## config.mk

```make
export PLATFORM = sky130hd
export DESIGN_NAME = f3_dot_seq
export DESIGN_NICKNAME = d
export VERILOG_FILES = /design/src/rtl/f3_dot_seq.sv
export SDC_FILE = /design/constraint.sdc
export NUM_CORES = 1
export LEC_CHECK = 0
export BUFFER_PORTS_ARGS = -buffer_cell sky130_fd_sc_hd__clkbuf_2
export CAP_MARGIN = 20
export CORE_MARGIN = 2
export CORE_UTILIZATION = 50
export CTS_CLUSTER_DIAMETER = 150
export CTS_CLUSTER_SIZE = 8
export DETAILED_ROUTE_END_ITERATION = 10
export PLACE_DENSITY = 0.75
export SLEW_MARGIN = 20
export SYNTH_ARGS = -nofsm -noshare
export SYNTH_HDL_FRONTEND = slang
export SYNTH_SLANG_ARGS = --single-unit
```

## constraint.sdc

```tcl
create_clock -name clk -period 4.2 [get_ports clk]
set_input_delay 0.42 -clock clk [delete_from_list [all_inputs] [get_ports clk]]
set_output_delay 0.42 -clock clk [all_outputs]
set_load 0.005 [all_outputs]
```

## src/rtl/f3_dot_seq.sv

```systemverilog
// GF(3) dot-product sequencer: one element per clock through a shared multiply/accumulate unit.
// Start/busy/done handshake; result C holds until the next done pulse.
module f3_dot_seq #(
   parameter int unsigned LEN = 8,
   parameter int unsigned CW  = 7
) (
   input  logic               clk,
   input  logic               reset,
   input  logic               start,
   input  logic               sub,
   input  logic [2*LEN-1:0]   A,
   input  logic [2*LEN-1:0]   B,
   output logic               busy,
   output logic               done,
   output logic [1:0]         C
);

   localparam int unsigned VW = 2 * LEN;
   localparam logic [0:0] ST_IDLE = 1'b0;
   localparam logic [0:0] ST_RUN  = 1'b1;
   localparam logic [CW-1:0] LAST = CW'(LEN - 1);

   logic [0:0]    state_q, state_d;
   logic [VW-1:0] a_q, a_d, b_q, b_d;
   logic          sub_q, sub_d;
   logic [1:0]    acc_q, acc_d;
   logic [CW-1:0] cnt_q, cnt_d;
   logic          busy_d, done_d;
   logic [1:0]    c_d;
   logic [1:0]    prod, term, acc_upd;

   // Codes 11 and 00 both act as zero; equal nonzero operands give 1, unequal give 2.
   function automatic logic [1:0] gf3_mul(input logic [1:0] x, input logic [1:0] y);
      if (x == 2'b00 || y == 2'b00 || x == 2'b11 || y == 2'b11) return 2'b00;
      else if (x == y) return 2'b01;
      else return 2'b10;
   endfunction

   // Operands are always valid codes here, so the code value equals the field value.
   function automatic logic [1:0] gf3_add(input logic [1:0] x, input logic [1:0] y);
      logic [2:0] s;
      s = {1'b0, x} + {1'b0, y};
      if (s >= 3'd3) s = s - 3'd3;
      return s[1:0];
   endfunction

   assign prod    = gf3_mul(a_q[1:0], b_q[1:0]);
   assign term    = sub_q ? {prod[0], prod[1]} : prod;
   assign acc_upd = gf3_add(acc_q, term);

   // Next-state and datapath control.
   always_comb begin
      state_d = state_q;
      a_d     = a_q;
      b_d     = b_q;
      sub_d   = sub_q;
      acc_d   = acc_q;
      cnt_d   = cnt_q;
      busy_d  = busy;
      done_d  = 1'b0;
      c_d     = C;
      case (state_q)
         ST_IDLE: begin
            busy_d = 1'b0;
            if (start) begin
               a_d     = A;
               b_d     = B;
               sub_d   = sub;
               acc_d   = 2'b00;
               cnt_d   = '0;
               busy_d  = 1'b1;
               state_d = ST_RUN;
            end
         end
         ST_RUN: begin
            acc_d = acc_upd;
            a_d   = a_q >> 2;
            b_d   = b_q >> 2;
            if (cnt_q == LAST) begin
               c_d     = acc_upd;
               done_d  = 1'b1;
               busy_d  = 1'b0;
               state_d = ST_IDLE;
            end else begin
               cnt_d = cnt_q + CW'(1);
            end
         end
         default: begin
            busy_d  = 1'b0;
            state_d = ST_IDLE;
         end
      endcase
   end

   always_ff @(posedge clk) begin
      if (reset) begin
         state_q <= ST_IDLE;
         a_q     <= '0;
         b_q     <= '0;
         sub_q   <= 1'b0;
         acc_q   <= 2'b00;
         cnt_q   <= '0;
         busy    <= 1'b0;
         done    <= 1'b0;
         C       <= 2'b00;
      end else begin
         state_q <= state_d;
         a_q     <= a_d;
         b_q     <= b_d;
         sub_q   <= sub_d;
         acc_q   <= acc_d;
         cnt_q   <= cnt_d;
         busy    <= busy_d;
         done    <= done_d;
         C       <= c_d;
      end
   end

endmodule

```

# Word level (Yosys, flattened, before mapping)

Cells that the tools add are included.

Flip-flop bits (word level): 47
Output and inout port bits: 4
Logic and storage cells: 49
Bits of input ports: 36

Equality and inequality tests: 7
Bitwise gates (word level): 1
Reductions and logical operators: 9
Muxes and demuxes: 19
Add/subtract/negate cells: 3
$lt $le $gt $ge: 1

Operator list:

| cell                                                                                | number |
|---|---|
| 16-bit case mux with 2 select lines                                                 | 2 |
| 16-bit two-way mux                                                                  | 2 |
| 7-bit two-way mux                                                                   | 2 |
| 7-bit case mux with 2 select lines                                                  | 1 |
| 2-bit two-way mux                                                                   | 5 |
| 7-bit by 1-bit adder with 7-bit output, second input constant                       | 1 |
| 7-bit by 3-bit == test with 1-bit output, second input constant                     | 1 |
| 2-bit AND reduction                                                                 | 3 |
| 2-bit == test, second input constant                                                | 2 |
| 2-bit zero test                                                                     | 2 |
| 1-bit two-way mux                                                                   | 4 |
| 2-bit inequality test, second input constant                                        | 2 |
| 1-bit case mux with 2 select lines                                                  | 2 |
| 2-bit case mux with 2 select lines                                                  | 1 |
| 2-bit by 2-bit adder with 3-bit output                                              | 1 |
| 3-bit by 2-bit greater-or-equal comparator with 1-bit output, second input constant | 1 |
| 1-bit logical OR                                                                    | 3 |
| 2-bit == test                                                                       | 1 |
| 2-bit by 1-bit inequality test with 1-bit output, second input constant             | 1 |
| 2-bit OR reduction                                                                  | 1 |
| 2-bit subtractor, second input constant                                             | 1 |
| 1-bit NOT                                                                           | 1 |

# Logic depth before layout (Yosys ltp)

Gate-level depths: netlist of run 1.

Depth in word-level cells: 10
Gate-level depth with buffers: 9

# Least setup slack after synthesis of run 1

OpenSTA, ideal clock, no wires.

Kind: register to register
From: register b_q[0]
To: register acc_q[1]
Setup slack: 1.825 ns
Setup time: 0.071 ns
Cell stages (with the launch flop): 10
Buffers on the path: 0
Arrival: 2.304 ns
Period minus slack after synthesis: 2.375 ns
Path through: dfxtp_1 -> nor2b_1 -> mux2i_1 -> o22ai_1 -> ha_1 -> fa_1 -> ha_1 -> or3_1 -> a211o_1 -> a21oi_1

Word-level cells in the longest chain between the ends: 10
Elaborated cells on any way between the ends: 14
Classes of those cells: add/sub (2); order compare (1); eq/ne (2); mux (5); reduce/logical (4)

Ends and longest elaborated chain:

| item                                                                                                    | line | source |
|---|---|---|
| start: declaration                                                                                      | 24   | `logic [VW-1:0] a_q, a_d, b_q, b_d;` |
| start signal: assignment                                                                                | 99   | `b_q <= '0;` |
| start signal: assignment                                                                                | 109  | `b_q <= b_d;` |
| 2-bit zero test                                                                                         | 34   | `if (x == 2'b00 \|\| y == 2'b00 \|\| x == 2'b11 \|\| y == 2'b11) return 2'b00;` |
| 1-bit logical OR (3 in series)                                                                          | 34   |  |
| 2-bit two-way mux (*)                                                                                   | 34   |  |
| 2-bit two-way mux (*)                                                                                   | 48   | `assign term = sub_q ? {prod[0], prod[1]} : prod;` |
| 2-bit by 2-bit adder with 3-bit output (*)                                                              | 42   | `s = {1'b0, x} + {1'b0, y};` |
| 3-bit by 2-bit greater-or-equal comparator with 1-bit output / 2-bit subtractor (equally long branches) | 43   | `if (s >= 3'd3) s = s - 3'd3;` |
| 2-bit two-way mux (*)                                                                                   | 43   |  |
| 2-bit case mux with 2 select lines (*)                                                                  | 62   | `case (state_q)` |
| end signal: assignment                                                                                  | 101  | `acc_q <= 2'b00;` |
| end signal: assignment                                                                                  | 111  | `acc_q <= acc_d;` |
| end: declaration                                                                                        | 26   | `logic [1:0] acc_q, acc_d;` |

Every way passes the cells marked *; elsewhere a longest branch is shown, timed or not.
A chain may end at the register's enable or synchronous reset.

# Final worst setup path of run 1

Same ends and word-level chain as after synthesis.

==> qor.yml, run 1 <==
p_seq_share_pct: 53.6
cp.required_ns: 4.42
synth-edff-count: 0
switching_share_pct: 24.7
cts_buffers: 5
dieArea_mm2: 0.00502
synth_top_area_share_pct: 42.1
cts_tree: "built"
crit_path_start_kind: "flip-flop"
end_kind: "flip-flop"
clk_path_buf_depth: 2
routed_via_density: 5.59
final.setup_skew_ns: 0.00667
syn_nets: 297
dr.pass1.iters: 4
routabilityCongestion: 0.780
synthDistinctLibCells: 39
drive_gt1_share_pct: 27.9
grt_overflow: 0
grt_pass1_vias: 1776
finalCritPeriodShare_pct: 61.1
final_cells: 339
finalCriticalPeriod_ns: 2.57
die_y_um: 70.8
holdPathEnd: "sub_q$_SDFFE_PP0P_"
nets: 326
wl_met3_um: 253
hold_start: "sub"
worstReg2RegEnd: "acc_q[1]$_SDFFE_PP0P_"
slew_viol_final: 0
syn-cell-area_mm2: 0.00223
antenna_left: 0
path_class: "reg2reg"
grt_max_degree: 49
hold_violations: 0
p_int_mw: 0.673
cts_setup_buffers: 0
seq_area_frac_synth_pct: 42.1
die_w_um: 70.8
pwr_density_cell_mw_per_mm2: 354
clk_latency_ns: 0.30
drt_wl_total_um: 4590
synth.ff_latch_count: 47
core_mm2: 0.00432
drc: 0
hp-class: "in2reg"
arrival_ns: 2.79
maxCapViolCount: 0
io_pins: 40
ir_drop_mv: 0.154
drt_iter0_drc: 113
clock-sinks: 47
gr-usage-all-layers_pct: 19.4
dpl_cell_area_mm2: 0.00242
final_cell_area_mm2: 0.00252
yosys_warnings: 0
timing.fmax_mhz: 390
htreeDepth: 2
ctsResizeCount: 0
cts.clk_slew.worst_paths_ns: 0.09
synth_area_leaders: "dfxtp_1 (42%), mux2_2 (14%), nand2_1 (10%)"
combPwrFrac_pct: 12.9
yosys.area.top_type: "dfxtp_1"
synthArstFlopShare_pct: 0
postSynthAreaPerCell_um2: 8.69
num_rows: 24
antenna_found_initial: 0
cts_root_buf: "clkbuf_8"
slew_headroom_pct: 29.8
m1WireLength_um: 2210
numPlacedInstances: 331
wl_per_cell_um: 13.5
r2r_cells: 9
antenna_cells: 0
grt_pass1_wl_um: 7810
r2r_setup_slack_ns: 1.63
hold_depth: 3
status: "finished, final reports clean"
synthFlopType: "dfxtp_1"
pwr-share-clk_pct: 33.6
fin_setup_tns_ns: 0
crit_fanout: 4
synthCells: 257
setup_viol_count_final: 0
syn2layout_area_growth_pct: 13.1
r2r_start: "b_q[0]$_SDFFE_PP0P_"
worst_pin_slew_ns: 1.05
netSwitchingPower_mw: 0.221
p_leak_nw: 1.04
start_util_pct: 51.6
wl_met2_um: 2100
via_count: 1896
rsz0062_at_grt: "no"
place_hpwl_um: 2930
ctsHoldBuffers: 0
numPortBuffers: 39
highest_layer: "met4"
layer usage:
| metal | up-vias | track usage [%] |
|---|---|---|
| met5 | - | 0 |
| met4 | 0 | 5.66 |
| met3 | 5 | 6.55 |
| met2 | 42 | 31.5 |
| met1 | 896 | 24.6 |
| li1 | 953 | - |
synthesized netlist by cell type (2+ instances only):
cell type and count:
a211oi_1 2, a21oi_1 35, a31oi_1 2, a32o_1 2, and3_1 2, buf_1 5
buf_2 6, clkbuf_1 6, dfxtp_1 47, ha_1 3, inv_1 4, mux2_2 28
mux2i_1 7, nand2_1 61, nand2b_1 3, nand3_1 4, nor2_1 7, nor2b_1 2
nor3_1 6, o211ai_1 2, o21ai_0 3, o22ai_1 2, or3_1 2
stage by stage:
step                      utilization, %  setup slack [ns]  hold slack (ns)  total power, mW
after global placement              56.1              1.72            0.437            0.601
after global routing                58.4              1.47            0.371            0.935
after detailed placement            56.1              1.65            0.440            0.604
final                               58.4              1.63            0.350            0.894
after floorplan                        -              1.83            0.429            0.572
after CTS                           58.4              1.62            0.347            0.901
cells in the final DEF (no fill, tap or decap), drive strengths merged, types with 2 or more instances in the layout:
cell type,Yosys,routed
mux2,28,28
nor2,7,7
nand2,61,61
nand2b,3,3
a32o,3,3
a211oi,3,3
o22ai,3,3
nor2b,2,2
nand3,4,4
o21ai,3,3
or4,2,2
a31oi,2,2
a21oi,35,35
nor3,6,6
inv,4,4
or3,2,2
clkbuf,7,47
ha,3,3
o211ai,2,2
dfxtp,47,47
mux2i,7,7
and3,2,2
critical path: stages, from the launching register on:
cell	delay [ns]
dfxtp_1	0.33
nor2b_1	0.14
mux2i_1	0.20
o22ai_1	0.11
ha_1	0.20
fa_1	0.48
ha_1	0.22
or3_1	0.38
a211o_1	0.32
a21oi_1	0.11
cells by family after synthesis:
| group | after synthesis | synth area share (%) |
|---|---|---|
| multiplexers | 35 | 17.3 |
| AO/OA/AOI/OAI | 56 | 15.4 |
| flip-flops | 47 | 42.1 |
| AND/OR/NAND/NOR | 93 | 18.5 |
| buffers and inverters | 22 | 4.09 |
| adder cells (fa/ha/maj) | 4 | 2.58 |
registers in the layout, indices dropped and copies added, names as in the netlist:
register	flops
acc_q	2
sub_q	1
a_q	16
state_q	1
C	2
busy	1
b_q	16
cnt_q	7
done	1
power groups by stage:
stage               Combinational, mW  Sequential (mW)  Clock, mW
global route                    0.128            0.482      0.325
floorplan                      0.0856            0.486          0
detailed placement              0.115            0.489          0
CTS                             0.116            0.479      0.306
global placement                0.113            0.488          0
finish                          0.115            0.479      0.300
worst max path at each step:
stage,cells after the start,to,startpoint
after floorplan,9,acc_q[1]$_SDFFE_PP0P_,b_q[0]$_SDFFE_PP0P_
after global placement,9,acc_q[1]$_SDFFE_PP0P_,b_q[0]$_SDFFE_PP0P_
after detailed placement,9,acc_q[1]$_SDFFE_PP0P_,b_q[0]$_SDFFE_PP0P_
after CTS,9,acc_q[1]$_SDFFE_PP0P_,b_q[0]$_SDFFE_PP0P_
after global routing,9,acc_q[1]$_SDFFE_PP0P_,b_q[0]$_SDFFE_PP0P_
final,9,acc_q[1]$_SDFFE_PP0P_,b_q[0]$_SDFFE_PP0P_
final cells by class:
cell class / instances / area (um^2)
clock buffer: 8 / 100
fill: 421 / 1800
inverter: 4 / 15.0
multi-input combinational: 188 / 1200
sequential: 47 / 941
tap: 52 / 65.1
timing repair buffer: 40 / 203
(Power assumes the default switching activity.)
==> run 2: changes to the inputs <==
clock period = 2.4 ns   (was 4.2 ns; I/O delays follow)
==> qor.yml, run 2 (synthesis gave the netlist of run 1 again) <==
hp-class: "in2reg"
num_rows: 24  # unchanged
final.setup_skew_ns: 0.00410  # -0.00257 ns
drt_iter0_drc: 98  # -13%
grt_pass1_wl_um: 7900  # +1.2%
netSwitchingPower_mw: 0.391  # +77%
final_common_cell: "nand2_1"
clk_path_buf_depth: 2  # unchanged
crit_fanout: 4  # unchanged
via_count: 1887  # -0.47%
cts.clk_slew.worst_paths_ns: 0.09  # about the same
worst_pin_slew_ns: 0.945  # -0.107 ns
pwr-share-clk_pct: 33.3  # -0.3 points
routabilityCongestion: 0.778  # -0.21%
cts_buffers: 5  # unchanged
worstPathCellList: "nor2b_4 > mux2i_1 > o22ai_1 > ha_2 > fa_1 > ha_2 > or3_4 > a211o_1 > a21oi_1"
r2r_start: "b_q[0]$_SDFFE_PP0P_"
antenna_found_initial: 0  # unchanged
p_int_mw: 1.18  # +76%
core_mm2: 0.00432  # unchanged
layout_common_cells: "nand2_1 (61), dfxtp_1 (45), clkbuf_2 (39), a21oi_1 (35), mux2_2 (28)"
clk_latency_ns: 0.29  # about the same
timing.fmax_mhz: 411  # +5.4%
die_w_um: 70.8  # unchanged
numPortBuffers: 39  # unchanged
dpl_cell_area_mm2: 0.00246  # +1.5%
start_util_pct: 51.6  # unchanged
drc: 0  # unchanged
finalCritPeriodShare_pct: 101  # +40 points
arrival_ns: 2.66  # -0.13 ns
fin_ws_ns: -0.0339  # -1.67 ns
ir_drop_mv: 0.323  # +110%
slew_viol_final: 0  # unchanged
reg_top3: "a_q x16, b_q x16, cnt_q x7"
routed_via_density: 5.47  # -2.2%
dieArea_mm2: 0.00502  # unchanged
worstReg2RegEnd: "acc_q[1]$_SDFFE_PP0P_"
clock-sinks: 47  # unchanged
die_y_um: 70.8  # unchanged
maxCapViolCount: 0  # unchanged
dr.pass1.iters: 4  # unchanged
pwr_density_cell_mw_per_mm2: 603  # +70%
switching_share_pct: 24.8  # +0.11 points
nets: 332  # +1.8%
crit_path_start_kind: "flip-flop"
setup_viol_count_final: 1  # +1
cp.required_ns: 2.63  # -1.79 ns
grt_overflow: 0  # unchanged
r2r_cells: 9  # unchanged
finalCriticalPeriod_ns: 2.43  # -0.133 ns
slew_headroom_pct: 37.0  # +7.2 points
drive_gt1_share_pct: 32.8  # +4.9 points
final_cell_area_mm2: 0.00261  # +3.5%
rsz0062_at_grt: "yes"
hold_start: "sub"
path_class: "reg2reg"
place_ws_ns: -0.0633  # -1.71 ns
p_leak_nw: 1.06  # +1.9%
drt_wl_total_um: 4580  # -0.24%
regArea_um2: 946  # +0.53%
cts_root_buf: "clkbuf_8"
place_hpwl_um: 3120  # +6.7%
io_pins: 40  # unchanged
grt_max_degree: 39  # -20%
holdPathEnd: "sub_q$_SDFFE_PP0P_"
nFillCells: 415  # -1.4%
hold_violations: 0  # unchanged
violations: "negative setup slack"
cp_slowest_cell: "fa_1"
cpMostUsedCell: "ha_2"
wl_per_cell_um: 13.3  # -2.0%
whs_ns: 0.175  # -0.175 ns
critPathMaxStageDelay_ns: 0.43  # -0.05 ns
antenna_cells: 0  # unchanged
cts_tree: "built"
grt_pass1_vias: 1782  # +0.34%
combPwrFrac_pct: 13.1  # +0.2 points
power.total_mw: 1.58  # +76%
syn2layout_area_growth_pct: 17.0
r2r_setup_slack_ns: -0.03  # -1.67 ns
htreeDepth: 2  # unchanged
gr-usage-all-layers_pct: 19.2  # -0.18 points
p_seq_share_pct: 53.5  # about the same
multi_input_area_mm2: 0.00124  # +2.9%
status: "finished, violations left"
end_kind: "flip-flop"
hold_depth: 3  # unchanged
antenna_left: 0  # unchanged
[run 2: how the worst max path moves through the flow]
| stage | start | endpoint | slack [ns] | cells after the start |
|---|---|---|---|---|
| after floorplan | b_q[0]$_SDFFE_PP0P_ | acc_q[1]$_SDFFE_PP0P_ | 0.03 | 9 |
| after global placement | b_q[0]$_SDFFE_PP0P_ | acc_q[1]$_SDFFE_PP0P_ | -0.03 | 9 |
| after detailed placement | b_q[0]$_SDFFE_PP0P_ | acc_q[1]$_SDFFE_PP0P_ | -0.06 | 9 |
| after CTS | b_q[1]$_SDFFE_PP0P_ | acc_q[1]$_SDFFE_PP0P_ | -0.03 | 9 |
| after global routing | b_q[0]$_SDFFE_PP0P_ | acc_q[1]$_SDFFE_PP0P_ | -0.15 | 9 |
| final | b_q[0]$_SDFFE_PP0P_ | acc_q[1]$_SDFFE_PP0P_ | -0.03 | 9 |
[run 2: critical path: cells and delay by family, from the launching register on]
family / cells / cell delay (ns)
adder cells (fa/ha/maj): 3 / 0.84
AO/OA/AOI/OAI: 3 / 0.57
AND/OR/NAND/NOR: 2 / 0.50
flip-flops: 1 / 0.37
multiplexers: 1 / 0.09
[run 2: what timing repair did]
item	4_1_cts	5_1_grt
pin swaps	1	3
buffers inserted	1	0
hold buffers	0	0
endpoints found under the setup margin	2	4
gates resized for setup	7	5
[run 2: per-layer routing]
metal | up-vias | wire length, um | GRT usage, %
met2 | 30 | 2180 | 32.9
li1 | 968 | - | -
met3 | 4 | 194 | 4.42
met4 | 0 | 34 | 4.40
met5 | - | 0 | 0
met1 | 885 | 2170 | 24.7
[run 2: metrics by stage]
stage	TNS (ns)	cells	utilization [%]
detailed placement	-0.0633	336	56.9
CTS	-0.0279	345	59.9
global route	-0.228	345	60.4
finish	-0.0339	345	60.4
floorplan	0	257	-
global placement	-0.0296	336	56.9
[run 2: area by class of cell]
cell class	count	share of cell area, %
sequential	47	36.2
tap	52	2.49
multi-input combinational	188	47.3
timing repair buffer	46	9.48
clock buffer	7	3.69
clock inverter	1	0.287
inverter	4	0.574
[run 2: power groups by stage]
| stage | logic (mW) | clock network, mW | registers (mW) |
|---|---|---|---|
| after floorplan | 0.150 | 0 | 0.851 |
| after global placement | 0.200 | 0 | 0.858 |
| after detailed placement | 0.203 | 0 | 0.860 |
| after CTS | 0.205 | 0.539 | 0.843 |
| after global routing | 0.231 | 0.566 | 0.849 |
| final | 0.207 | 0.525 | 0.843 |
